--- src/rtl/sys_bus_decoder.sv ---
// System-bus to eight-port subordinate decoder with single outstanding request.
// Optional WAIT timeout enabled by defining SYS_BUS_DECODER_TIMEOUT_EN.
module sys_bus_decoder #(
  parameter int          DW      = 32,
  parameter int          AW      = 32,
  parameter int          SEL_LSB = 20,
  parameter logic [7:0]  SUB_EN  = 8'hFF
) (
  input  logic              sys_clk_i,
  input  logic              sys_rstn_i,
  input  logic [AW-1:0]     sys_addr_i,
  input  logic [DW-1:0]     sys_wdata_i,
  input  logic [DW/8-1:0]   sys_sel_i,
  input  logic              sys_wen_i,
  input  logic              sys_ren_i,
  output logic [DW-1:0]     sys_rdata_o,
  output logic              sys_err_o,
  output logic              sys_ack_o,
  output logic [AW-1:0]     sub_addr_o,
  output logic [DW-1:0]     sub_wdata_o,
  output logic [DW/8-1:0]   sub_sel_o,
  output logic [7:0]        sub_wen_o,
  output logic [7:0]        sub_ren_o,
  input  logic [8*DW-1:0]   sub_rdata_i,
  input  logic [7:0]        sub_err_i,
  input  logic [7:0]        sub_ack_i
);

  typedef enum logic [1:0] {ST_IDLE, ST_STROBE, ST_WAIT} state_t;

  state_t              state, state_nx;
  logic [2:0]          idx_q;
  logic                wr_q;
  logic                dis_q;
  logic [SEL_LSB-1:0]  loc_q;
  logic [DW-1:0]       wdata_q;
  logic [DW/8-1:0]     sel_q;

  logic [2:0]          idx_in;
  logic                accept;
  logic                ack_sel;
  logic                err_sel;
  logic [DW-1:0]       rdata_sel;
  logic                done;
  logic                done_err;
  logic [DW-1:0]       done_rdata;
  logic                unused_addr;

  assign idx_in      = sys_addr_i[SEL_LSB +: 3];
  assign accept      = (state == ST_IDLE) && (sys_wen_i || sys_ren_i);
  assign ack_sel     = sub_ack_i[idx_q];
  assign err_sel     = sub_err_i[idx_q];
  assign rdata_sel   = sub_rdata_i[32'(idx_q)*DW +: DW];
  assign unused_addr = ^sys_addr_i[AW-1:SEL_LSB+3];

`ifdef SYS_BUS_DECODER_TIMEOUT_EN
  logic [3:0] cnt;

  always_ff @(posedge sys_clk_i or negedge sys_rstn_i) begin
    if (!sys_rstn_i)            cnt <= '0;
    else if (accept)            cnt <= '0;
    else if (state != ST_IDLE)  cnt <= cnt + 4'd1;
  end
`endif

  always_ff @(posedge sys_clk_i or negedge sys_rstn_i) begin
    if (!sys_rstn_i) state <= ST_IDLE;
    else             state <= state_nx;
  end

  always_comb begin
    state_nx   = state;
    done       = 1'b0;
    done_err   = 1'b0;
    done_rdata = '0;
    case (state)
      ST_IDLE: begin
        if (accept) state_nx = SUB_EN[idx_in] ? ST_STROBE : ST_WAIT;
      end
      ST_STROBE: begin
        if (ack_sel) begin
          done       = 1'b1;
          done_err   = err_sel;
          done_rdata = wr_q ? '0 : rdata_sel;
          state_nx   = ST_IDLE;
        end else begin
          state_nx = ST_WAIT;
        end
      end
      ST_WAIT: begin
        if (dis_q) begin
          done     = 1'b1;
          done_err = 1'b1;
          state_nx = ST_IDLE;
        end else if (ack_sel) begin
          done       = 1'b1;
          done_err   = err_sel;
          done_rdata = wr_q ? '0 : rdata_sel;
          state_nx   = ST_IDLE;
`ifdef SYS_BUS_DECODER_TIMEOUT_EN
        // cnt reads 14 in the 15th counted cycle; its increment would reach 15
        end else if (cnt == 4'd14) begin
          done     = 1'b1;
          done_err = 1'b1;
          state_nx = ST_IDLE;
`endif
        end
      end
      default: state_nx = ST_IDLE;
    endcase
  end

  always_ff @(posedge sys_clk_i or negedge sys_rstn_i) begin
    if (!sys_rstn_i) begin
      idx_q       <= '0;
      wr_q        <= 1'b0;
      dis_q       <= 1'b0;
      loc_q       <= '0;
      wdata_q     <= '0;
      sel_q       <= '0;
      sys_ack_o   <= 1'b0;
      sys_err_o   <= 1'b0;
      sys_rdata_o <= '0;
    end else begin
      sys_ack_o <= done;
      if (done) begin
        sys_err_o   <= done_err;
        sys_rdata_o <= done_rdata;
      end
      if (accept) begin
        idx_q   <= idx_in;
        wr_q    <= sys_wen_i;
        dis_q   <= ~SUB_EN[idx_in];
        loc_q   <= sys_addr_i[SEL_LSB-1:0];
        wdata_q <= sys_wdata_i;
        sel_q   <= sys_sel_i;
      end
    end
  end

  assign sub_addr_o  = {{(AW-SEL_LSB){1'b0}}, loc_q};
  assign sub_wdata_o = wdata_q;
  assign sub_sel_o   = sel_q;

  always_comb begin
    sub_wen_o = '0;
    sub_ren_o = '0;
    if (state == ST_STROBE) begin
      if (wr_q) sub_wen_o = 8'd1 << idx_q;
      else      sub_ren_o = 8'd1 << idx_q;
    end
  end

endmodule
--- config.mk ---
export PLATFORM = sky130hd
export DESIGN_NAME = sys_bus_decoder
export DESIGN_NICKNAME = d
export VERILOG_FILES = /design/src/rtl/sys_bus_decoder.sv
export SDC_FILE = /design/constraint.sdc
export NUM_CORES = 1
export LEC_CHECK = 0
export BUFFER_PORTS_ARGS = -buffer_cell sky130_fd_sc_hd__buf_2
export CAP_MARGIN = 20
export CORE_AREA = 2 2 181 183
export DETAILED_ROUTE_END_ITERATION = 7
export DIE_AREA = 0 0 183 185
export GPL_ROUTABILITY_DRIVEN = 0
export SYNTH_ARGS = -nofsm -noshare
export SYNTH_HDL_FRONTEND = slang
export SYNTH_SLANG_ARGS = --single-unit
export TNS_END_PERCENT = 30
--- constraint.sdc ---
create_clock -name sys_clk_i -period 2.5 [get_ports sys_clk_i]
set_input_delay 0.375 -clock sys_clk_i [delete_from_list [all_inputs] [get_ports sys_clk_i]]
set_output_delay 0.375 -clock sys_clk_i [all_outputs]
set_load 0.005 [all_outputs]
==> flow_summary.json, run 1 <==
{
  "run_status": "complete, no violations",
  "ys_seq_area_share_pct": 40.2,
  "tightest_slew_ps": 907,
  "worst_path_dominant_cell_family": "simple AND/OR/NAND/NOR gates",
  "cts.root.buffer_cell": "clkbuf_16",
  "area_growth_syn_to_layout_pct": 49.7,
  "register_area_um2": 2410,
  "finalHoldViolations": 0,
  "initial_util_pct": 18.6,
  "timing.critical_path.buf_inv": 2,
  "wl_per_cell_um": 17.2,
  "max-slew-margin-rel_pct": 39.5,
  "wl_met3_mm": 2.03,
  "holdCritPathClass": "in -> async",
  "met2WireLength_mm": 10.8,
  "drv_cap": 0,
  "critPathLaunchType": "flip-flop",
  "fp.dieW_um": 183,
  "detail_route.drc_violations": 0,
  "die_h_um": 185,
  "largest_net_degree_at_the_start_of_global_routing": 72,
  "ys_seq_elements": 96,
  "globalRouteTotalUtil_pct": 12.3,
  "vias_per_cell": 4.29,
  "path_max_fanout": 5,
  "floorplan.rows": 66,
  "final-setup-viol-count": 0,
  "finalSetupTns_ps": 0,
  "cp.arrival_ps": 1870,
  "placement_stage_worst_setup_slack_ps": 340,
  "drtIter0Drc": 187,
  "drv_slew": 0,
  "nets": 1170,
  "clock_sink_count": 96,
  "dr.pass1.iters": 6,
  "power.static_leakage_uw": 0.00445,
  "grt_pass1_vias": 5364,
  "layout_worst_path_cycle_share_pct": 89.9,
  "clk_path_buf_depth": 2,
  "layout_min_cycle_time_ps": 2250,
  "wirelength_mm": 21.3,
  "required_ps": 2120,
  "wl_met1_mm": 8.12,
  "timing.final.ws_setup_ps": 253,
  "cts_inserted_buffers": 9,
  "ios": 462,
  "clock.fmax_mhz": 445,
  "path_class": "reg -> out",
  "clock_skew_ps": 12.1,
  "critPathSlowestCell": "or3b_1",
  "timing.critical_path.cells": "inv_1 -> ha_1 -> or3b_1 -> nor3_1 -> buf_2",
  "vias": 5307,
  "antenna_found_initial": 6,
  "finish.instance_area_um2": 8940,
  "synth_area_per_cell_um2": 15.4,
  "cts_hold_buffers": 0,
  "hold_ws_ps": 18.0,
  "syn_inst": 388,
  "unrepaired_setup_endpoints_after_global_routing": "no",
  "irDropWorstVdd_uv": 505,
  "worst_setup_path_end_kind": "output pin",
  "critical_path.max_stage_delay_ps": 460,
  "cts_tree": "done",
  "worstRegToRegCells": 5,
  "die_area_um2": 33900,
  "post_cts.resized_instances": 0,
  "dpl-instance-area_um2": 8670,
  "fin_total_pwr_uw": 10100,
  "post_route_cells_drive_above_1_share_pct": 77.4,
  "synthDistinctLibCells": 34,
  "hpwl_mm": 17.7,
  "global_route_wire_length_before_repair_mm": 30.9,
  "critical_path_depth_in_cells": 5,
  "top_layer": "met5",
  "clkLatencyLatePin_ps": 360,
  "post_cts_buffers": 0,
  "clk_pin_slew_worst_paths_ps": 70,
  "drtAntennaViolNets": 0,
  "synthesis_warnings": 0,
  "multi_input_gate_area_um2": 3310,
  "overflow": 0,
  "final.fill_count": 3342,
  "place.port_buffers": 440,
  "core_um2": 32000,
  "htreeDepth": 3,
  "power.density_nw_per_um2": 1130,
  "syn-cell-area_um2": 5970
}
[path summary, 6_finish.rpt]
| path | from | end | slack [ps] |
|---|---|---|---|
| setup / recovery | state[1]$_DFFE_PN0P_ | sub_ren_o[0] | 250 |
| hold / removal | sys_rstn_i | loc_q[0]$_DFFE_PN0P_ | 20 |
| setup reg to reg | idx_q[0]$_DFFE_PN0P_ | sys_rdata_o[10]$_DFFE_PN0P_ | 310 |
| hold reg to reg | sys_rdata_o[9]$_DFFE_PN0P_ | sys_rdata_o[9]$_DFFE_PN0P_ | 490 |
| max in group asynchronous | sys_rstn_i | sub_wdata_o[4]$_DFFE_PN0P_ | 1810 |
| min in group sys_clk_i | sys_addr_i[21] | idx_q[1]$_DFFE_PN0P_ | 250 |
[cell usage in the layout, fill, tap and decap left out, drive strengths merged, types with 2 or more instances in the layout]
master  instances
nor3b           2
nand2           5
nor3            5
mux2           96
nor2           14
buf           459
clkbuf         10
o21ai           3
nand3b          2
diode           3
nand2b          2
inv             5
dfrtp          96
ha              3
conb           12
a22o           32
clkinv          4
mux4           66
[area by class of cell]
class / count / share of cell area [%]
Timing Repair Buffer: 459 / 27.1
Tap cell: 408 / 5.71
Sequential cell: 96 / 26.9
Clock inverter: 5 / 0.392
Inverter: 5 / 0.210
Multi-Input combinational cell: 252 / 37.0
Antenna cell: 3 / 0.0840
Clock buffer: 10 / 2.56
[stage by stage]
stage	std cells	utilization (%)
final	1238	27.9
after global routing	1236	27.9
after CTS	1235	27.9
after detailed placement	1220	27.0
after global placement	1220	27.0
after floorplan	399	-
[synthesized netlist by cell type]
library cell / n / area [µm²]
o22ai_1: 1 / 6.26
nor3b_1: 2 / 15.0
buf_6: 4 / 45.0
or3_1: 1 / 6.26
nor2b_1: 1 / 6.26
buf_12: 3 / 60.1
mux2i_1: 1 / 10.0
dfrtp_1: 96 / 2400
o211ai_1: 1 / 7.51
nand3_1: 1 / 5.00
o211a_1: 1 / 10.0
conb_1: 1 / 3.75
clkbuf_1: 18 / 67.6
buf_2: 6 / 30.0
or3b_1: 1 / 8.76
o2bb2ai_2: 1 / 15.0
mux4_2: 66 / 1490
mux2_2: 62 / 698
o21ai_0: 1 / 5.00
a22o_1: 32 / 280
inv_2: 2 / 7.51
nand2b_1: 2 / 12.5
nor2_1: 14 / 52.6
ha_1: 3 / 37.5
a211oi_1: 1 / 7.51
nand3b_1: 2 / 15.0
buf_4: 14 / 105
mux2_4: 30 / 450
o21ai_1: 2 / 10.0
inv_1: 3 / 11.3
nor3_1: 5 / 25.0
nand2_1: 5 / 18.8
buf_1: 1 / 3.75
mux2_1: 4 / 45.0
[registers in the layout (all words and copies together), names as in the netlist]
| register | flops |
|---|---|
| loc_q | 20 |
| state | 2 |
| sys_rdata_o | 32 |
| sub_sel_o | 4 |
| sub_wdata_o | 32 |
| sys_err_o | 1 |
| sys_ack_o | 1 |
| wr_q | 1 |
| idx_q | 3 |
[layer usage]
metal / GRT usage (%) / vias to the layer above
li1: - / 2376
met1: 13.8 / 2611
met2: 21.3 / 288
met3: 4.76 / 24
met4: 4.00 / 8
met5: 0 / -
[kinds of logic (layout without fill, tap and decap cells)]
kind of cell	Yosys count	in the layout	synth area share, %
fa+ha+maj	3	3	0.629
flops	96	96	40.2
buf+inv	51	479	5.53
simple gates	34	34	2.77
compound gates	40	40	5.72
other cells	1	15	0.0628
mux	163	163	45.1
[power breakdown]
| part | internal, µW | switching, µW | total (µW) |
|---|---|---|---|
| Clock | 670 | 626 | 1300 |
| Combinational | 3530 | 2540 | 6080 |
| Sequential | 2320 | 434 | 2750 |
| Total | 6520 | 3600 | 10100 |
Note: power is estimated with default switching activity, not from simulation.
==> inputs of run 2 (changes only) <==
--- a/config.mk
+++ b/config.mk
@@ -8,8 +8,11 @@
 export BUFFER_PORTS_ARGS = -buffer_cell sky130_fd_sc_hd__buf_2
 export CAP_MARGIN = 20
-export CORE_AREA = 2 2 181 183
+export CELL_PAD_IN_SITES_DETAIL_PLACEMENT = 0
+export CELL_PAD_IN_SITES_GLOBAL_PLACEMENT = 1
+export CORE_AREA = 2 2 177 179
 export DETAILED_ROUTE_END_ITERATION = 7
-export DIE_AREA = 0 0 183 185
+export DIE_AREA = 0 0 179 181
 export GPL_ROUTABILITY_DRIVEN = 0
+export PLACE_DENSITY_LB_ADDON = 0.1
 export SYNTH_ARGS = -nofsm -noshare
 export SYNTH_HDL_FRONTEND = slang
==> constraint.sdc (replaced) <==
create_clock -name sys_clk_i -period 2.5 [get_ports sys_clk_i]
set_input_delay 0.375 -clock sys_clk_i [delete_from_list [all_inputs] [get_ports sys_clk_i]]
set_output_delay 0.375 -clock sys_clk_i [all_outputs]
set_load 0.01 [all_outputs]
==> flow_summary.json, run 2 (synthesized netlist as in run 1, its figures left out) <==
{
  "globalRouteTotalUtil_pct": 14.6,
  "post_cts_buffers": 0,
  "drv_slew": 0,
  "power.clock.fraction_pct": 13.4,
  "layout_min_cycle_time_ps": 2250,
  "clkLatencyLatePin_ps": 350,
  "dr.pass1.iters": 4,
  "vias": 5126,
  "critPathSlowestCell": "or3b_1",
  "initial_util_pct": 19.7,
  "dpl-instance-area_um2": 8600,
  "cts.root.buffer_cell": "clkbuf_16",
  "most_frequent_cells_in_the_layout": "buf_2, dfrtp_1, mux4_2",
  "netSwitchingFraction_pct": 38.2,
  "area_growth_syn_to_layout_pct": 49.1,
  "tightest_slew_ps": 548,
  "critical_path.max_stage_delay_ps": 450,
  "fin_total_pwr_uw": 10600,
  "unrepaired_setup_endpoints_after_global_routing": "no",
  "placement_stage_worst_setup_slack_ps": 291,
  "switching_power_uw": 4030,
  "clock_sink_count": 96,
  "final-setup-viol-count": 0,
  "ios": 462,
  "fp.dieW_um": 179,
  "cts_inserted_buffers": 9,
  "hpwl_mm": 20.0,
  "finalSetupTns_ps": 0,
  "drtIter0Drc": 98,
  "path_max_fanout": 5,
  "cts_tree": "done",
  "max-slew-margin-rel_pct": 63.5,
  "floorplan.rows": 64,
  "post_route_cells_drive_above_1_share_pct": 77.4,
  "core_um2": 30300,
  "required_ps": 2120,
  "violations": "hold timing",
  "clock_skew_ps": 5.86,
  "clk_path_buf_depth": 2,
  "largest_net_degree_at_the_start_of_global_routing": 61,
  "power_report.internal_total_uw": 6520,
  "nets": 1164,
  "clk_pin_slew_worst_paths_ps": 80,
  "power.density_nw_per_um2": 1190,
  "path_class": "reg -> out",
  "post_cts.resized_instances": 0,
  "vias_per_cell": 4.20,
  "cts_hold_buffers": 0,
  "global_route_wire_length_before_repair_mm": 35.3,
  "drv_cap": 0,
  "irDropWorstVdd_uv": 476,
  "grt_pass1_vias": 5967,
  "drtAntennaViolNets": 0,
  "cp.arrival_ps": 1880,
  "critPathLaunchType": "flip-flop",
  "detail_route.drc_violations": 0,
  "die_h_um": 181,
  "layout.cells.most_common": "buf_2",
  "die_area_um2": 32400,
  "place.port_buffers": 440,
  "timing.critical_path.cells": "inv_1 -> ha_1 -> or3b_1 -> nor3_1 -> buf_2",
  "timing.final.ws_setup_ps": 249,
  "share_seq_of_total_power_pct": 26.6,
  "combinational_cell_fraction_of_total_power_pct": 60.0,
  "clock.fmax_mhz": 444,
  "overflow": 0,
  "finish.instance_area_um2": 8900,
  "power.static_leakage_uw": 0.00443,
  "worst_setup_path_end_kind": "output pin",
  "run_status": "complete, but fails checks",
  "hold_ws_ps": -2.17,
  "finalHoldViolations": 8,
  "wl_per_cell_um": 19.7,
  "holdCritPathClass": "in -> async",
  "htreeDepth": 3,
  "wirelength_mm": 24.0,
  "layout_worst_path_cycle_share_pct": 90.0,
  "final.fill_count": 3217,
  "antenna_found_initial": 6
}
## run 2: cell types whose count changed in the layout (fill, tap and decap cells not counted)
| cell | change |
|---|---|
| buf_12 | -1 |
| buf_4 | -5 |
| clkbuf_1 | -1 |
| clkbuf_8 | +1 |
| clkinv_2 | -2 |
| clkinvlp_4 | -1 |
| dfrtp_2 | -1 |
| dfrtp_4 | +1 |
| inv_6 | +2 |
| inv_8 | +2 |
## run 2: final cells by class
class	count	area, µm²	area share, %
inverter	5	18.8	0.211
multi-input combinational	252	3310	37.2
timing repair buffer	453	2360	26.6
sequential	96	2410	27.1
tap	396	495	5.57
antenna	3	7.51	0.0844
clock buffer	10	239	2.69
clock inverter	6	57.6	0.647
## run 2: metrics by stage
stage	hold slack (ps)	instances	util, %
2_1_floorplan	79.4	399	-
3_3_place_gp	395	1202	28.3
3_5_place_dp	409	1202	28.3
4_1_cts	6.31	1218	29.3
5_1_grt	27.2	1221	29.3
6_report	-2.17	1221	29.3
## run 2: worst max-delay path: cells and delay by family, from the launching register on
family                     cells  cell delay (ps)
DFF                            1              400
and+or+nand+nor                2              610
adders and majority gates      1              240
buffers and inverters          2              280
## run 2: power by group through the flow
stage	sequential (µW)	clock, µW	combinational, µW
global route	2930	1590	6890
global placement	2820	0	6470
floorplan	3020	0	4280
CTS	2820	1500	6530
detailed placement	2850	0	6530
finish	2810	1420	6340
## run 2: worst paths after layout
path | startpoint | to | slack (ps) | cells after the start
hold / removal | sys_rstn_i | sub_wdata_o[18]$_DFFE_PN0P_ | -2 | 1
min in group sys_clk_i | sys_addr_i[1] | loc_q[1]$_DFFE_PN0P_ | 260 | 2
setup reg to reg | idx_q[1]$_DFFE_PN0P_ | sys_rdata_o[9]$_DFFE_PN0P_ | 300 | 5
setup / recovery | state[1]$_DFFE_PN0P_ | sub_ren_o[0] | 250 | 5
hold reg to reg | sys_rdata_o[7]$_DFFE_PN0P_ | sys_rdata_o[7]$_DFFE_PN0P_ | 490 | 1
max in group asynchronous | sys_rstn_i | sub_wdata_o[21]$_DFFE_PN0P_ | 1740 | 2
## run 2: metal layers
metal / routed length [µm] / share of wire, % / up-vias / track usage [%]
met4: 304 / 1.3 / 6 / 3.28
li1: - / - / 2364 / -
met5: 47 / 0.20 / - / 0
met1: 8790 / 37 / 2458 / 15.7
met3: 2100 / 8.7 / 21 / 4.21
met2: 12800 / 53 / 277 / 27.7
==> inputs of run 3 (changes only) <==
CORE_AREA = 2 2 182 184   (was 2 2 177 179)
DIE_AREA = 0 0 184 186   (was 0 0 179 181)
clock period = 2.9 ns   (was 2.5 ns; I/O delays follow)
==> flow_summary.json, run 3 (synthesized netlist as in run 1, its figures left out) <==
{
  "run_status": "complete, no violations",
  "globalRouteTotalUtil_pct": 12.8,
  "area_growth_syn_to_layout_pct": 48.1,
  "wl_per_cell_um": 18.7,
  "power.static_leakage_uw": 0.00439,
  "worst_setup_path_end_kind": "flip-flop",
  "drv_cap": 0,
  "worstRegToRegCells": 5,
  "cts_inserted_buffers": 9,
  "clock.fmax_mhz": 416,
  "htreeDepth": 3,
  "clk_pin_slew_worst_paths_ps": 80,
  "unrepaired_setup_endpoints_after_global_routing": "no",
  "path_max_fanout": 34,
  "clkLatencyLatePin_ps": 350,
  "die_h_um": 186,
  "vias": 5107,
  "clock_skew_ps": 10.3,
  "holdCritPathClass": "in -> async",
  "ios": 462,
  "initial_util_pct": 18.5,
  "wirelength_mm": 23.0,
  "dr.pass1.iters": 4,
  "cp.arrival_ps": 2640,
  "grt_pass1_vias": 5548,
  "floorplan.rows": 66,
  "post_route_cells_drive_above_1_share_pct": 77.2,
  "finalSetupTns_ps": 0,
  "layout_worst_path_cycle_share_pct": 82.9,
  "placed_cells": 1208,
  "post_cts_buffers": 0,
  "max-slew-margin-rel_pct": 37.7,
  "cts_tree": "done",
  "drv_slew": 0,
  "vias_per_cell": 4.17,
  "place.port_buffers": 440,
  "final-setup-viol-count": 0,
  "required_ps": 3130,
  "nets": 1158,
  "cts.root.buffer_cell": "clkbuf_16",
  "overflow": 0,
  "finalHoldViolations": 0,
  "timing.critical_path.cells": "mux2_2 -> o22ai_1 -> or3_2 -> buf_4 -> mux2_1",
  "detail_route.drc_violations": 0,
  "critPathSlowestCell": "buf_4",
  "irDropWorstVdd_uv": 451,
  "path_class": "reg -> reg",
  "hpwl_mm": 18.9,
  "clk_path_buf_depth": 2,
  "clock_sink_count": 96,
  "critPathLaunchType": "flip-flop",
  "fp.dieW_um": 184,
  "tightest_slew_ps": 933,
  "most_frequent_cells_in_the_layout": "buf_2, dfrtp_1, mux4_2",
  "antenna_found_initial": 3,
  "core_um2": 32200,
  "global_route_wire_length_before_repair_mm": 32.8,
  "drtAntennaViolNets": 0,
  "layout_min_cycle_time_ps": 2400,
  "layout.cells.most_common": "buf_2",
  "die_area_um2": 34200,
  "post_cts.resized_instances": 0,
  "critical_path.max_stage_delay_ps": 500,
  "largest_net_degree_at_the_start_of_global_routing": 72,
  "drtIter0Drc": 96,
  "hold_ws_ps": 55.6,
  "cts_hold_buffers": 0,
  "final_cells": 1225,
  "power.density_nw_per_um2": 1000
}
[run 3: cell count changes in the layout (fill, tap and decap cells not counted)]
cell | before | now
buf_12 | 5 | 4
clkinv_4 | 2 | 0
clkinv_2 | 0 | 1
clkbuf_8 | 1 | 0
buf_4 | 9 | 4
clkinvlp_4 | 0 | 2
diode_2 | 3 | 1
[run 3: per-layer routing]
| metal | global-route usage (%) | share of wire, % | vias to the layer above | wire length [µm] |
|---|---|---|---|---|
| met5 | 0 | 0.14 | - | 33 |
| met4 | 3.36 | 1.2 | 4 | 279 |
| met3 | 3.42 | 7.9 | 19 | 1820 |
| met2 | 24.5 | 53 | 258 | 12200 |
| met1 | 13.9 | 37 | 2481 | 8580 |
| li1 | - | - | 2345 | - |
[run 3: worst paths after layout]
kind | slack (ps) | startpoint | endpoint
setup / recovery | 500 | idx_q[1]$_DFFE_PN0P_ | sys_rdata_o[9]$_DFFE_PN0P_
hold / removal | 60 | sys_rstn_i | sub_wdata_o[6]$_DFFE_PN0P_
setup reg to reg | 500 | idx_q[1]$_DFFE_PN0P_ | sys_rdata_o[9]$_DFFE_PN0P_
hold reg to reg | 500 | sys_rdata_o[8]$_DFFE_PN0P_ | sys_rdata_o[8]$_DFFE_PN0P_
max in group asynchronous | 2040 | sys_rstn_i | idx_q[1]$_DFFE_PN0P_
min in group sys_clk_i | 310 | sys_wdata_i[5] | sub_wdata_o[5]$_DFFE_PN0P_
[run 3: area by class of cell]
cell class / instances / area (µm²)
timing repair buffer: 447 / 2310
multi-input combinational: 252 / 3310
antenna: 1 / 2.50
tap: 408 / 510
fill: 3412 / 23400
inverter: 5 / 18.8
clock inverter: 7 / 60.1
clock buffer: 9 / 225
sequential: 96 / 2410
[run 3: metrics by stage]
step | worst slack (ps) | utilization [%] | area, µm² | total power (µW)
final | 495 | 27.5 | 8840 | 8880
after global routing | 374 | 27.4 | 8840 | 9560
after CTS | 417 | 27.4 | 8840 | 9150
after detailed placement | 467 | 26.6 | 8550 | 7930
after global placement | 516 | 26.6 | 8550 | 7840
after floorplan | 980 | - | 6010 | 6290
[run 3: worst max-delay path: cells and delay by family (launching register included)]
kind                   cells  cell delay [ps]
multiplexers               2              740
AND/OR/NAND/NOR            1              190
buffers and inverters      1              500
flip-flops                 1              470
AO/OA/AOI/OAI              1              320
[run 3: power by group]
part	leakage (µW)	internal [µW]	total (µW)	switching, µW
combinational	0.00309	2910	5360	2450
sequential	0.00116	2000	2340	336
clock	0.000136	600	1180	584
